`src/rtl/hilo_muldiv_ctrl.sv`:
```
// HI/LO register owner and multiply/divide sequencer for the execute stage.
// Runs a registered multiply or a restoring divide and commits the result to HI/LO.
module hilo_muldiv_ctrl #(
    parameter int WIDTH = 32
) (
    input  logic             clk,
    input  logic             resetn,
    input  logic             start_i,
    input  logic [2:0]       op_i,
    input  logic [WIDTH-1:0] a_i,
    input  logic [WIDTH-1:0] b_i,
    input  logic             flush_i,
    output logic             stall_o,
    output logic             done_o,
    output logic [WIDTH-1:0] hi_o,
    output logic [WIDTH-1:0] lo_o
);

    localparam int CW = (WIDTH > 1) ? $clog2(WIDTH) : 1;

    localparam logic [2:0] OP_MULT  = 3'd1;
    localparam logic [2:0] OP_MULTU = 3'd2;
    localparam logic [2:0] OP_DIV   = 3'd3;
    localparam logic [2:0] OP_DIVU  = 3'd4;
    localparam logic [2:0] OP_MTHI  = 3'd5;
    localparam logic [2:0] OP_MTLO  = 3'd6;

    typedef enum logic [1:0] {
        S_IDLE,
        S_MUL,
        S_DIV,
        S_DONE
    } state_e;

    state_e             state_q, state_d;
    logic [WIDTH-1:0]   a_q, a_d;       // multiplicand, or dividend/quotient shift register
    logic [WIDTH-1:0]   b_q, b_d;       // multiplier, or divisor magnitude
    logic [WIDTH-1:0]   rem_q, rem_d;
    logic [2*WIDTH-1:0] res_q, res_d;
    logic [CW-1:0]      cnt_q, cnt_d;
    logic               signed_q, signed_d;
    logic               div_q, div_d;
    logic               q_neg_q, q_neg_d;
    logic               r_neg_q, r_neg_d;
    logic               wr_q, wr_d;
    logic [WIDTH-1:0]   hi_q, hi_d;
    logic [WIDTH-1:0]   lo_q, lo_d;

    logic               op_signed;
    logic [WIDTH-1:0]   a_abs, b_abs;
    logic [WIDTH:0]     shifted, diff;
    logic               fits;
    logic [2*WIDTH-1:0] mul_a, mul_b, product;
    logic [WIDTH-1:0]   quo_fix, rem_fix, commit_hi, commit_lo;

    assign op_signed = (op_i == OP_MULT) || (op_i == OP_DIV);
    assign a_abs     = (op_signed && a_i[WIDTH-1]) ? -a_i : a_i;
    assign b_abs     = (op_signed && b_i[WIDTH-1]) ? -b_i : b_i;

    // One restoring step: shift the next dividend bit in, keep the difference if it fits.
    assign shifted = {rem_q, a_q[WIDTH-1]};
    assign diff    = shifted - {1'b0, b_q};
    assign fits    = ~diff[WIDTH];

    assign mul_a   = signed_q ? {{WIDTH{a_q[WIDTH-1]}}, a_q} : {{WIDTH{1'b0}}, a_q};
    assign mul_b   = signed_q ? {{WIDTH{b_q[WIDTH-1]}}, b_q} : {{WIDTH{1'b0}}, b_q};
    assign product = mul_a * mul_b;

    assign quo_fix   = q_neg_q ? -a_q : a_q;
    assign rem_fix   = r_neg_q ? -rem_q : rem_q;
    assign commit_hi = div_q ? rem_fix : res_q[2*WIDTH-1:WIDTH];
    assign commit_lo = div_q ? quo_fix : res_q[WIDTH-1:0];

    always_comb begin
        // NOTE: every combinational output gets a default first so no path infers a latch.
        state_d  = state_q;
        a_d      = a_q;
        b_d      = b_q;
        rem_d    = rem_q;
        res_d    = res_q;
        cnt_d    = cnt_q;
        signed_d = signed_q;
        div_d    = div_q;
        q_neg_d  = q_neg_q;
        r_neg_d  = r_neg_q;
        wr_d     = wr_q;
        hi_d     = hi_q;
        lo_d     = lo_q;
        stall_o  = 1'b0;
        done_o   = 1'b0;

        if (resetn && !flush_i) begin
            case (state_q)
                S_IDLE: begin
                    if (start_i) begin
                        case (op_i)
                            OP_MULT, OP_MULTU: begin
                                stall_o  = 1'b1;
                                a_d      = a_i;
                                b_d      = b_i;
                                signed_d = op_signed;
                                div_d    = 1'b0;
                                wr_d     = 1'b1;
                                state_d  = S_MUL;
                            end
                            OP_DIV, OP_DIVU: begin
                                stall_o  = 1'b1;
                                signed_d = op_signed;
                                div_d    = 1'b1;
                                if (b_i == '0) begin
                                    wr_d    = 1'b0;
                                    state_d = S_DONE;
                                end else begin
                                    wr_d    = 1'b1;
                                    a_d     = a_abs;
                                    b_d     = b_abs;
                                    rem_d   = '0;
                                    cnt_d   = '0;
                                    q_neg_d = op_signed && (a_i[WIDTH-1] ^ b_i[WIDTH-1]);
                                    r_neg_d = op_signed && a_i[WIDTH-1];
                                    state_d = S_DIV;
                                end
                            end
                            OP_MTHI: hi_d = a_i;
                            OP_MTLO: lo_d = a_i;
                            default: ;
                        endcase
                    end
                end
                S_MUL: begin
                    stall_o = 1'b1;
                    res_d   = product;
                    state_d = S_DONE;
                end
                S_DIV: begin
                    stall_o = 1'b1;
                    rem_d   = fits ? diff[WIDTH-1:0] : shifted[WIDTH-1:0];
                    a_d     = {a_q[WIDTH-2:0], fits};
                    cnt_d   = cnt_q + CW'(1);
                    if (cnt_q == CW'(WIDTH - 1)) state_d = S_DONE;
                end
                S_DONE: begin
                    done_o  = 1'b1;
                    state_d = S_IDLE;
                    if (wr_q) begin
                        hi_d = commit_hi;
                        lo_d = commit_lo;
                    end
                end
                default: state_d = S_IDLE;
            endcase
        end else begin
            state_d = S_IDLE;
        end
    end

    always_ff @(posedge clk) begin
        // NOTE: state registers use non-blocking assignments so every register samples pre-edge values.
        if (!resetn) begin
            state_q  <= S_IDLE;
            a_q      <= '0;
            b_q      <= '0;
            rem_q    <= '0;
            res_q    <= '0;
            cnt_q    <= '0;
            signed_q <= 1'b0;
            div_q    <= 1'b0;
            q_neg_q  <= 1'b0;
            r_neg_q  <= 1'b0;
            wr_q     <= 1'b0;
            hi_q     <= '0;
            lo_q     <= '0;
        end else begin
            state_q  <= state_d;
            a_q      <= a_d;
            b_q      <= b_d;
            rem_q    <= rem_d;
            res_q    <= res_d;
            cnt_q    <= cnt_d;
            signed_q <= signed_d;
            div_q    <= div_d;
            q_neg_q  <= q_neg_d;
            r_neg_q  <= r_neg_d;
            wr_q     <= wr_d;
            hi_q     <= hi_d;
            lo_q     <= lo_d;
        end
    end

    assign hi_o = hi_q;
    assign lo_o = lo_q;

endmodule

```
`config.mk`:
```
export PLATFORM = sky130hd
export DESIGN_NAME = hilo_muldiv_ctrl
export DESIGN_NICKNAME = d
export VERILOG_FILES = /design/src/rtl/hilo_muldiv_ctrl.sv
export SDC_FILE = /design/constraint.sdc
export NUM_CORES = 2
export LEC_CHECK = 0
export CAP_MARGIN = 40
export CORE_UTILIZATION = 45
export CTS_CLUSTER_SIZE = 16
export DETAILED_ROUTE_END_ITERATION = 8
export DONT_BUFFER_PORTS = 1
export PLACE_DENSITY_LB_ADDON = 0.12
export SYNTH_ARGS = -nofsm -noshare
export SYNTH_HDL_FRONTEND = slang
export SYNTH_SLANG_ARGS = --single-unit
```
`constraint.sdc`:
```
create_clock -name clk -period 10.8 [get_ports clk]
set_input_delay 1.62 -clock clk [delete_from_list [all_inputs] [get_ports clk]]
set_output_delay 1.62 -clock clk [all_outputs]
set_load 0.005 [all_outputs]
```
==> results list <==
* Status: complete, no violations
- The first routing iteration left 3,676 violations.
* Slew headroom: 36.0%
- The post-route netlist has 3.87% of its cells at a drive strength greater than 1.
* Post-synthesis to final-layout area growth: 5.53%
- Across the VDD grid, the largest voltage drop is 0.000131 V.
* Power density normalized to cell area: 41.3 mW/mm²
- Number of buffers added for setup after CTS: 0
* Weighted congestion at the end of routability-driven global placement: 1.01
* Kind of end point of the critical path: register
- Total of fill cells in the finished design: 13,300
- In the global route stage, overall resource usage came out at 32.5%.
- FF-to-FF setup slack: 0.99 ns
* TritonCTS clock tree: yes
- Critical Path Fanout Max: 22
* Final antenna-violating net count: 0
- Kind of start point of the critical path: register
- The number of hold violations in the final report was 0.
* Number of buffers on the longest clock path: 3
* TritonCTS Sinks: 236
* Routed WL per cell: 25.5 µm
* Portion of the post-synthesis area used by sequential elements: 7.63%
- Of all flip-flops after synthesis, the portion carrying an async set or reset was 0%.
- The critical path starts at a_q[31].
* Max Fclk: 102 MHz
- Placed cells: 8,579
- Initial antenna violation count: 13
- The count of final max-slew check failures is 0.
* Die footprint: 0.139 mm²
* Top-level I/O count: 137
- Synthesis produced a netlist with a net count of 8,862.
- After clock tree synthesis, the repair step resized 0 gates.
* Shortest period the worst path allows: 9.81 ns
* Arrival time of data at the critical path endpoint: 10.30 ns
* Hold_buf cts: 0
* Drc violations: 0
- The tightest min-delay check is of the register to register type.
* Worst Setup Slack post-DPL: 0.999 ns
- Setup repair after global routing missed its margin: false
- The worst hold path was traced through 2 stages.
* Path depth of the worst reg2reg path: 29
- Final Instance Area: 0.0653 mm²
* DR vias/cell: 5.44
- The analysis attributes to cell leakage a power of 32.3 nW.
- Post-synthesis area per instance: 8.82 µm²
- Number of warnings printed during yosys synthesis: 0
- By startpoint and endpoint, the worst setup path is classified as register to register.
- Dominant cell type by count on the critical path: sky130_fd_sc_hd__fa_1
* Area taken by flip-flops and latches: 0.00476 mm²
- After legalization and detailed placement, the total HPWL measured 187,000 µm.
- Count of different cell masters after synthesis: 71
* Cell chosen for the clock root: sky130_fd_sc_hd__clkbuf_16
- After layout, the worst path uses 90.9% of the clock period.
* Total power after layout: 0.00270 W
- The largest individual stage delay along the critical path comes from the cell sky130_fd_sc_hd__fa_1.
- Starting utilization of the core area: 45.5%
* Flip-flop cell with the highest count after synthesis: sky130_fd_sc_hd__dfxtp_1
- Grt total ovfl: 0
- Commonest cells after routing, fill and taps aside: sky130_fd_sc_hd__inv_1, sky130_fd_sc_hd__fa_1, sky130_fd_sc_hd__nand2_1, sky130_fd_sc_hd__and2_1, sky130_fd_sc_hd__ha_1
- The startpoint identified for the worst hold timing path is res_q[3].
* Number of buffers created by CTS: 30
* Largest net degree at the start of global routing: 123
* Setup slack of the critical path after layout: 0.987 ns
* Number of flops mapped to enable cells by yosys: 0
- The floorplan step defined a core boundary enclosing 0.136 mm².
- Global-route wire length before repair: 333,000 µm
- Clock network latency to the later pin of the worst-skew pair: 0.63 ns
- Summing every instance area after synthesis gives 0.0619 mm².
* Area of the multi-input gates: 0.0496 mm²
* CP required: 11.29 ns
- Cell area after placement: 0.0642 mm²
- On the worst path, the slowest cell contributes a delay of 0.81 ns.
- After floorplanning, the core was divided into 135 placement rows.
- After synthesis the netlist holds a flip-flop and latch count of 236.
- Die extent in y: 373 µm
- Pin slew with the least headroom to its limit: 0.960 ns
- Final setup violation count: 0
* Max-cap check violation count: 0
- Across the routed clock network, the largest skew measured is 0.0188 ns.
* Synthesized instance count: 7,016
- The routed layout has 47,000 vias.
- Hold Path End: res_q[3]
- In this run the critical register-to-register path is captured at res_q[60].
- Chip width: 373 µm
- Final total negative setup slack: 0 ns
- Nets: 8,676
- Most common cell after layout, fill and taps aside: sky130_fd_sc_hd__inv_1
- The routed design has 220,000 µm of wire.
* Router iterations before antenna repair: 8
- The finished layout holds 8,636 standard cells, fillers aside.
- The worst register-to-register path begins at a_q[31].
- The number of global-route vias before repair came to 50,000.
- Clk pin slew, worst setup/hold paths: 0.07 ns
* H-tree depth reported by CTS: 1
- Number of buffers added on ports: 0
-- critical path: cells and delay by family (launching register included) --
family,cells,cell delay (ns)
adders and majority gates,11,6.11
buffers and inverters,8,1.32
and+or+nand+nor,1,0.29
xor gates and xnor gates,1,0.19
AOI/OAI and AO/OA,8,1.40
DFF,1,0.34
-- power by group --
| part | leakage [nW] | total [W] | internal [W] | switching, W |
|---|---|---|---|---|
| sequential | 1.92 | 0.000938 | 0.000887 | 0.0000505 |
| clock | 0.531 | 0.00118 | 0.000711 | 0.000469 |
| combinational | 29.9 | 0.000582 | 0.000190 | 0.000391 |
| total | 32.3 | 0.00270 | 0.00179 | 0.000911 |
-- registers in the layout, indices dropped and copies added, names as in the netlist --
register	cells
rem_q	32
q_neg_q	1
wr_q	1
signed_q	1
a_q	32
div_q	1
res_q	64
state_q	2
hi_o	32
lo_o	32
b_q	32
cnt_q	5
r_neg_q	1
-- kinds of logic after synthesis --
group,after synthesis,share of synthesized area (%)
flops,236,7.63
compound gates,813,8.11
simple gates,1860,14.4
buf+inv,2026,12.3
fa+ha+maj,1775,53.1
mux,56,0.910
xor+xnor,250,3.54
-- metrics by stage --
stage | hold slack, ns | utilization (%)
after floorplan | 0.424 | -
after global placement | 0.438 | 47.0
after detailed placement | 0.448 | 47.2
after CTS | 0.457 | 48.0
after global routing | 0.479 | 48.0
final | 0.455 | 48.0
-- cell type report --
type / count / area share [%]
clock inverters: 17 / 0.504
repair buffers: 157 / 2.12
inverters: 1651 / 9.49
clock buffers: 37 / 1.21
well taps: 1781 / 3.41
multi-input cells: 4754 / 76.0
flip-flops and latches: 236 / 7.30
diodes: 3 / 0.0115
-- worst max-delay path by stage --
stage	endpoint	slack, ns
2_1_floorplan	res_q[60]	1.86
3_3_place_gp	res_q[60]	0.92
3_5_place_dp	res_q[60]	1.0
4_1_cts	res_q[60]	0.94
5_1_grt	res_q[60]	0.45
6_report	res_q[60]	0.99
-- layer usage --
| metal | vias up | global-route usage, % | wire [µm] |
|---|---|---|---|
| met5 | - | 0 | 66 |
| met3 | 319 | 4.17 | 14700 |
| met4 | 10 | 10.2 | 8170 |
| met2 | 1544 | 54.1 | 104000 |
| met1 | 24500 | 44.0 | 93700 |
| li1 | 20600 | - | - |
-- cell usage after synthesis, types with 15 or more instances --
| cell type | instances | area share (%) |
|---|---|---|
| sky130_fd_sc_hd__buf_1 | 48 | 0.29 |
| sky130_fd_sc_hd__fa_1 | 1419 | 46 |
| sky130_fd_sc_hd__o31ai_1 | 33 | 0.40 |
| sky130_fd_sc_hd__dfxtp_1 | 236 | 7.6 |
| sky130_fd_sc_hd__mux2i_1 | 54 | 0.87 |
| sky130_fd_sc_hd__nand2b_1 | 41 | 0.41 |
| sky130_fd_sc_hd__nand4_1 | 20 | 0.20 |
| sky130_fd_sc_hd__o211a_1 | 16 | 0.26 |
| sky130_fd_sc_hd__a21o_1 | 60 | 0.73 |
| sky130_fd_sc_hd__nand3_1 | 84 | 0.68 |
| sky130_fd_sc_hd__o21ai_0 | 246 | 2.0 |
| sky130_fd_sc_hd__nand2_1 | 755 | 4.6 |
| sky130_fd_sc_hd__a31oi_1 | 50 | 0.51 |
| sky130_fd_sc_hd__xor2_1 | 111 | 1.6 |
| sky130_fd_sc_hd__nor2b_1 | 33 | 0.33 |
| sky130_fd_sc_hd__nor2_1 | 300 | 1.8 |
| sky130_fd_sc_hd__or3_1 | 16 | 0.16 |
| sky130_fd_sc_hd__and2_1 | 486 | 4.9 |
| sky130_fd_sc_hd__o21bai_1 | 17 | 0.21 |
| sky130_fd_sc_hd__and3_1 | 38 | 0.38 |
| sky130_fd_sc_hd__xnor2_1 | 139 | 2.0 |
| sky130_fd_sc_hd__ha_1 | 356 | 7.2 |
| sky130_fd_sc_hd__clkbuf_1 | 325 | 2.0 |
| sky130_fd_sc_hd__o41ai_1 | 15 | 0.21 |
| sky130_fd_sc_hd__nor3_1 | 37 | 0.30 |
| sky130_fd_sc_hd__o211ai_1 | 41 | 0.50 |
| sky130_fd_sc_hd__a21oi_1 | 215 | 1.7 |
| sky130_fd_sc_hd__a211oi_1 | 39 | 0.47 |
| sky130_fd_sc_hd__inv_1 | 1649 | 10 |
Power figures use the tool's default switching activity.
